### config.mk
export PLATFORM = sky130hd
export DESIGN_NAME = axis_width_split
export DESIGN_NICKNAME = d
export VERILOG_FILES = /design/src/rtl/axis_width_pkg.sv /design/src/rtl/axis_width_split.sv
export SDC_FILE = /design/constraint.sdc
export NUM_CORES = 1
export LEC_CHECK = 0
export ABC_CLOCK_PERIOD_IN_PS = 3330
export BUFFER_PORTS_ARGS = -buffer_cell sky130_fd_sc_hd__buf_2
export CAP_MARGIN = 5
export CORE_AREA = 2 2 348 350
export CTS_CLUSTER_DIAMETER = 200
export DETAILED_ROUTE_END_ITERATION = 7
export DIE_AREA = 0 0 350 352
export PLACE_DENSITY_LB_ADDON = 0.3
export SKIP_LAST_GASP = 1
export SLEW_MARGIN = 30
export SYNTH_ARGS = -nofsm -noshare
export SYNTH_HDL_FRONTEND = slang
export SYNTH_SLANG_ARGS = --single-unit
### constraint.sdc
create_clock -name s_axis_aclk -period 3.33 [get_ports s_axis_aclk]
set_input_delay 0.333 -clock s_axis_aclk [delete_from_list [all_inputs] [get_ports s_axis_aclk]]
set_output_delay 0.333 -clock s_axis_aclk [all_outputs]
set_load 0.01 [all_outputs]
### src/rtl/axis_width_pkg.sv
// Shared definitions for the 512<->256 AXI4-Stream width converters:
// state encodings, width constants and a keep-contiguity helper.
package axis_width_pkg;

  localparam int AXIS_M_DATA_W = 256;
  localparam int AXIS_S_DATA_W = 2 * AXIS_M_DATA_W;
  localparam int AXIS_M_KEEP_W = AXIS_M_DATA_W / 8;
  localparam int AXIS_S_KEEP_W = AXIS_S_DATA_W / 8;

  typedef enum logic [1:0] {
    ST_EMPTY = 2'd0,
    ST_LO    = 2'd1,
    ST_HI    = 2'd2
  } state_e;

  // A keep half is contiguous when its set bits form one run starting at
  // bit 0; adding 1 to such a run clears every bit of it.
  function automatic logic keep_contig(input logic [63:0] keep);
    return ((keep + 64'd1) & keep) == 64'd0;
  endfunction

endpackage

### src/rtl/axis_width_split.sv
// AXI4-Stream 512->256 downsizer: each input beat is emitted as a lower then an
// upper half; an all-empty upper half on a packet's last beat is dropped.
module axis_width_split
  import axis_width_pkg::*;
#(
  parameter int M_DATA_WIDTH = AXIS_M_DATA_W,
  parameter int CNT_WIDTH    = 32
) (
  input  logic                      s_axis_aclk,
  input  logic                      s_axis_aresetn,
  input  logic                      s_axis_tvalid,
  output logic                      s_axis_tready,
  input  logic [2*M_DATA_WIDTH-1:0] s_axis_tdata,
  input  logic [M_DATA_WIDTH/4-1:0] s_axis_tkeep,
  input  logic                      s_axis_tlast,
  output logic                      m_axis_tvalid,
  input  logic                      m_axis_tready,
  output logic [M_DATA_WIDTH-1:0]   m_axis_tdata,
  output logic [M_DATA_WIDTH/8-1:0] m_axis_tkeep,
  output logic                      m_axis_tlast,
  output logic [CNT_WIDTH-1:0]      pkt_cnt,
  output logic                      keep_err
);

  localparam int S_DATA_WIDTH = 2 * M_DATA_WIDTH;
  localparam int M_KEEP_WIDTH = M_DATA_WIDTH / 8;
  localparam int S_KEEP_WIDTH = 2 * M_KEEP_WIDTH;

  state_e                    r_state;
  logic [S_DATA_WIDTH-1:0]   r_hold_data;
  logic [S_KEEP_WIDTH-1:0]   r_hold_keep;
  logic                      r_hold_last;
  logic                      r_rdy_en;
  logic [CNT_WIDTH-1:0]      r_pkt_cnt;
  logic                      r_keep_err;

  logic                      w_skip_hi;
  logic                      w_s_hs;
  logic                      w_m_hs;
  logic                      w_finish;
  logic                      w_keep_bad;
  logic [M_KEEP_WIDTH-1:0]   w_in_keep_lo;
  logic [M_KEEP_WIDTH-1:0]   w_in_keep_hi;

  assign w_skip_hi = r_hold_last & (r_hold_keep[S_KEEP_WIDTH-1:M_KEEP_WIDTH] == '0);

  assign m_axis_tvalid = (r_state != ST_EMPTY);
  assign m_axis_tdata  = (r_state == ST_HI) ? r_hold_data[S_DATA_WIDTH-1:M_DATA_WIDTH]
                                            : r_hold_data[M_DATA_WIDTH-1:0];
  assign m_axis_tkeep  = (r_state == ST_HI) ? r_hold_keep[S_KEEP_WIDTH-1:M_KEEP_WIDTH]
                                            : r_hold_keep[M_KEEP_WIDTH-1:0];
  assign m_axis_tlast  = (r_state == ST_HI) ? r_hold_last
                                            : ((r_state == ST_LO) & w_skip_hi);

  // The beat being presented is the final one of the held word, so the slot
  // frees up in the same cycle it is taken downstream.
  assign w_finish = m_axis_tready &
                    ((r_state == ST_HI) | ((r_state == ST_LO) & w_skip_hi));

  assign s_axis_tready = r_rdy_en & ((r_state == ST_EMPTY) | w_finish);

  assign w_s_hs = s_axis_tvalid & s_axis_tready;
  assign w_m_hs = m_axis_tvalid & m_axis_tready;

  assign w_in_keep_lo = s_axis_tkeep[M_KEEP_WIDTH-1:0];
  assign w_in_keep_hi = s_axis_tkeep[S_KEEP_WIDTH-1:M_KEEP_WIDTH];
  assign w_keep_bad   = ((w_in_keep_hi != '0) && (w_in_keep_lo != '1)) ||
                        !keep_contig(64'(w_in_keep_lo)) ||
                        !keep_contig(64'(w_in_keep_hi));

  // NOTE: sequential state is assigned with non-blocking (<=) so every register
  // samples the pre-edge values regardless of statement order.
  always_ff @(posedge s_axis_aclk or negedge s_axis_aresetn) begin
    if (!s_axis_aresetn) begin
      r_state     <= ST_EMPTY;
      // NOTE: the hold register is reset (not just its valid state) because
      // m_axis_tdata/tkeep are driven straight from it and must read 0 in reset.
      r_hold_data <= '0;
      r_hold_keep <= '0;
      r_hold_last <= 1'b0;
      r_rdy_en    <= 1'b0;
      r_pkt_cnt   <= '0;
      r_keep_err  <= 1'b0;
    end else begin
      r_rdy_en <= 1'b1;

      if (w_s_hs) begin
        r_hold_data <= s_axis_tdata;
        r_hold_keep <= s_axis_tkeep;
        r_hold_last <= s_axis_tlast;
        r_state     <= ST_LO;
      end else if (w_finish) begin
        r_state <= ST_EMPTY;
      end else if ((r_state == ST_LO) && m_axis_tready) begin
        r_state <= ST_HI;
      end

      if (w_m_hs && m_axis_tlast) begin
        r_pkt_cnt <= r_pkt_cnt + 1'b1;
      end

      if (w_s_hs && w_keep_bad) begin
        r_keep_err <= 1'b1;
      end
    end
  end

  assign pkt_cnt  = r_pkt_cnt;
  assign keep_err = r_keep_err;

endmodule
### After elaboration in Yosys (flattened, before gate mapping)

Cells that the tools add are included.

* register bits after elaboration: 613
* input port bits: 581
* output and inout port bits: 324
* logic and storage cells: 44

* $add $sub $neg: 3
* equal/unequal tests: 3
* muxes and demuxes: 6
* bitwise logic cells: 10
* reduce and logical (&&, ||, !) cells: 15

Operator list (count)
* $mux W256: 1
* $logic_not A64 Y1: 2
* $add A32 B1 Y33 const B: 2
* $and A33 B32 Y33: 2
* $add A32 B1 Y32 const B: 1
* $logic_not A32 Y1: 1
* $mux W32: 1
* $ne A32 B32 Y1 const B: 1
* $reduce_bool A32 Y1: 1
* $and A1 B1 Y1: 6
* $mux W2: 3
* $logic_and A1 B1 Y1: 4
* $reduce_bool A3 Y1: 1
* $eq A2 B1 Y1 const B: 1
* $eq A2 B2 Y1 const B: 1
* $logic_not A1 Y1: 2
* $logic_not A2 Y1: 1
* $logic_or A1 B1 Y1: 2
* $or A1 B1 Y1: 2
* $reduce_bool A2 Y1: 1
* $mux W1: 1

### Longest topological paths before layout

* word-level depth: 9
* depth in mapped cells: 9
* mapped depth without buffers: 6

### Least setup slack after synthesis

No wires, ideal clock.

* path kind: register to register
* from: reg r_state[1]
* to: reg r_hold_data[0]
* library setup time: 0.127 ns
* arrival time: 2.259 ns
* slack: 0.943 ns
* cell stages (with the launch flop): 10
* path buffers: 3
* clock period less this slack: 2.387 ns
* path through: dfrtp_1 nor4_1 nand4_1 o31a_1 o21a_1 nor2_4 buf_6 buf_12 buf_12 mux2_1

* word-level cells in the longest chain between the ends: 7

Ends and longest elaborated chain
* start: declaration: line axis_width_split.sv:29 `state_e r_state;`
* start signal: assignment: line axis_width_split.sv:75 `r_state <= ST_EMPTY;`
* start signal: assignment: line axis_width_split.sv:91 `r_state <= ST_LO;`
* start signal: assignment: line axis_width_split.sv:93 `r_state <= ST_EMPTY;`
* $eq A2 B1 Y1: line axis_width_split.sv:58 `((r_state == ST_HI) | ((r_state == ST_LO) & w_skip_hi));`
* $and A1 B1 Y1: line axis_width_split.sv:58
* $or A1 B1 Y1: line axis_width_split.sv:58
* $and A1 B1 Y1: line axis_width_split.sv:57 `assign w_finish = m_axis_tready &`
* $or A1 B1 Y1 *: line axis_width_split.sv:60 `assign s_axis_tready = r_rdy_en & ((r_state == ST_EMPTY) | w_finish);`
* $and A1 B1 Y1 *: line axis_width_split.sv:60
* $and A1 B1 Y1 *: line axis_width_split.sv:62 `assign w_s_hs = s_axis_tvalid & s_axis_tready;`
* end signal: assignment: line axis_width_split.sv:88 `r_hold_data <= s_axis_tdata;`
* end: declaration: line axis_width_split.sv:30 `logic [S_DATA_WIDTH-1:0] r_hold_data;`

Every way passes the cells marked *; elsewhere a longest branch is shown, timed or not.
A chain may end at the register's enable or synchronous reset.

### Worst setup path in the final report

* from: reg r_hold_keep[35]
* to: reg r_hold_data[451]

* word-level cells in the longest chain between the ends: 8

Ends and longest elaborated chain
* start: declaration: line axis_width_split.sv:31 `logic [S_KEEP_WIDTH-1:0] r_hold_keep;`
* start signal: assignment: line axis_width_split.sv:89 `r_hold_keep <= s_axis_tkeep;`
* $logic_not A32 Y1: line axis_width_split.sv:45 `assign w_skip_hi = r_hold_last & (r_hold_keep[S_KEEP_WIDTH-1:M_KEEP_WIDTH] == '0);`
* $and A1 B1 Y1: line axis_width_split.sv:45
* $and A1 B1 Y1: line axis_width_split.sv:58
* $or A1 B1 Y1: line axis_width_split.sv:58
* $and A1 B1 Y1: line axis_width_split.sv:57
* $or A1 B1 Y1: line axis_width_split.sv:60
* $and A1 B1 Y1: line axis_width_split.sv:60
* $and A1 B1 Y1: line axis_width_split.sv:62

No other way between the ends.

==> impl_results.md <==
- Required arrival time at the worst endpoint: 3.82 ns
- Yosys warnings: 0
- Finished Layout Cells: 5,589
- Initial DRC count: 1,198
- Fraction of registers with async set/reset: 1.000
- I/O pin count: 905
- Port bufs: 904
- Ratio of cells with drive above 1 in the final layout: 0.2951
- Hold slack: 0.09784 ns
- RSZ-0062 raised after global routing: false
- Core Rows: 127
- Worst Setup SP: r_hold_keep[35]
- Critical path class: flop to flop
- Core footprint: 119,300 sq um
- Cells after synthesis: 2,433
- Post-synthesis sequential area ratio: 0.5479
- Worst-Margin Slew: 0.7849 ns
- Max-cap violations: 0
- Tmin final: 2.975 ns
- CTS clk-pin slew, worst paths: 0.06 ns
- Status: complete, no violations
- Fmax achieved: 336.2 MHz
- Area of the mapped netlist: 28,000 sq um
- R2r setup slk: 0.36 ns
- Initial Util: 0.2346
- Max-slew violation count: 0
- PD cells: 833.8 nW/um^2
- Final ANT Viol Nets: 0
- Area Overhead vs Synth: 50.89%
- Skew final: 0.02234 ns
- Type of the tightest min-delay check: input port to flop
- Setup WS post-layout: 0.3553 ns
- Average size of a mapped cell: 11.51 sq um
- Area leader, netlist: dfrtp_1
- Crit share post-route: 0.8933
- Die footprint: 123,200 sq um
- Startpoint Class: flop
- # nets final: 4,499
- Largest net degree at the start of global routing: 113
- Synthesized net count: 3,015
- Clk_lat worst skew: 0.62 ns
- Number of synthesized flops with an enable pin: 0
- Vias per cell: 4.212
- CTS tree: built
- Vias: 23.54k
- Yosys cell types: 45
- Post-Place Cells: 4,877
- CTS root buf: clkbuf_16
- Peak VDD IR: 0.5545 mV
- Die Ht: 352 microns
- First-pass iteration count of the detailed router: 5
- Top cells by count, synth: nand2_1 (903), dfrtp_1 (613), mux2_1 (500)
- Final wirelength: 96,230 microns
- Worst Reg-to-Reg Cells: 8
- Final Hold Violating Endpoints: 0
- Hpwl dp: 68,700 microns
- RR Endpoint: r_hold_data[451]
- FF-to-FF Start: r_hold_keep[35]
- Top FF cell, synth: dfrtp_1
- Max_slew headroom: 0.4768
- Cts repair resizes: 0
- Top cells by area, synth: dfrtp_1 (55%), mux2_1 (20%), nand2_1 (12%)
- Placer's final routability congestion estimate: 0.8782
- Total gr overflow: 0
- Total global-route track usage: 0.1515
- First-pass GRT wire length: 145,700 microns
- Critical path capture point type: flop
- Dpl ws: 0.4089 ns
- CTS Buf Count: 74
- Die width: 350 microns
- CP arrival: 3.46 ns
- CP max FO: 41
- CP endpoint: r_hold_data[451]
- Top-area cell type share of the netlist area: 0.5479
- Clock sink count: 613
- Clock Path Buffers: 3
- DR DRC count: 0
- Post-Route Setup TNS: 0 ns
- WL per Instance: 17.22 microns
- Vias in the first global route: 25.05k
- Static leakage power: 20.37 nW
- Flops & latches, synth: 613
- # setup viols final: 0
- Count leader, synth: nand2_1
- Initial antenna violation count: 8
- H-tree levels: 3
## worst min-delay path by stage
stage                      from  slack, ns              end  depth (start not counted)
3_3_place_gp     s_axis_aresetn       0.37  r_hold_keep[32]                          1
5_1_grt        s_axis_tkeep[62]       0.03  r_hold_keep[62]                          2
3_5_place_dp     s_axis_aresetn       0.36  r_hold_keep[33]                          1
2_1_floorplan    s_axis_aresetn       0.04         keep_err                          0
6_report       s_axis_tkeep[62]        0.1  r_hold_keep[62]                          2
4_1_cts        s_axis_tkeep[62]      0.009  r_hold_keep[62]                          2
## report_power, final
part	switching (mW)	internal, mW	total, mW	leakage, nW
Clock	3.31	5.18	8.49	1.27
Combinational	7.61	6.14	13.8	11.8
Sequential	1.91	11.1	13.0	7.30
## timing repair
action | in CTS | in global routing
endpoints found under the hold margin | 608 | 0
endpoints found under the setup margin | 0 | 0
setup buffers | 0 | 0
hold buffers | 576 | 0
## layout make-up
cell class	count	area, sq um
clock inverter	24	344.1
inverter	11	41.29
antenna	6	15.01
fill	11970	77090
sequential	613	15340
clock buffer	106	2216
timing repair buffer	1538	11060
multi-input combinational	1679	11210
tap	1612	2017
## per-stage QoR
stage / util / instance area [sq um] / power, mW
floorplan: - / 28000 / 20.72
global placement: 0.2841 / 33900 / 26.14
detailed placement: 0.2841 / 33900 / 26.43
CTS: 0.3539 / 42230 / 35.74
global route: 0.3540 / 42240 / 37.73
finish: 0.3540 / 42240 / 35.22
## kinds of logic (layout without fill, tap and decap cells)
kind of cell | count (synthesis) | in the layout | share of synthesized area
AO/OA/AOI/OAI | 34 | 34 | 0.008133
XOR/XNOR | 31 | 31 | 0.009698
adder cells (fa/ha/maj) | 1 | 1 | 0.0004468
buffers and inverters | 141 | 1679 | 0.05220
flip-flops | 613 | 613 | 0.5479
multiplexers | 579 | 579 | 0.2328
other | 1 | 7 | 0.0001339
AND/OR/NAND/NOR | 1033 | 1033 | 0.1486
## critical path: stages (launching register included)
cell     delay [ns]
dfrtp_1        0.39
nor4_1         0.49
nand4_1        0.15
o31a_1         0.41
o21a_1         0.25
nor2_4         0.19
buf_12         0.26
buf_12         0.26
mux2_2         0.38
## layer usage
metal | vias up | track usage | wire length, microns
met5 | - | 0 | 27
met4 | 4 | 0.06060 | 3460
met3 | 185 | 0.04082 | 6922
met2 | 797 | 0.2545 | 45830
met1 | 11470 | 0.1827 | 39990
li1 | 11080 | - | -
## placed cells by master (no fill, tap or decap), drive strengths merged, types with 2 or more instances in the layout
cell type    netlist  routed
nand3             23      23
o22ai              3       3
nor3              15      15
nor2              12      12
o21bai             2       2
and3              10      10
dlygate4sd3        0     576
o21ai             11      11
inv               11      15
diode              0       6
a22oi              3       3
or2                7       7
xnor2             21      21
a2111oi            3       3
o31ai              2       2
and2               2       2
and4               2       2
nand4             25      25
bufinv             0       7
o21a               2       2
buf               67     962
dfrtp            613     613
mux2             578     578
clkbuf            63     106
clkinv             0      13
nand2            903     903
nor4              21      21
a21oi              3       3
or3                2       2
nor2b              8       8
xor2              10      10
## state kept, by name, summed over array words and instances (netlist names)
name / count
keep_err: 1
pkt_cnt: 32
r_hold_data: 512
r_hold_keep: 64
r_hold_last: 1
r_rdy_en: 1
r_state: 2
Note: power is estimated with default switching activity, not from simulation.
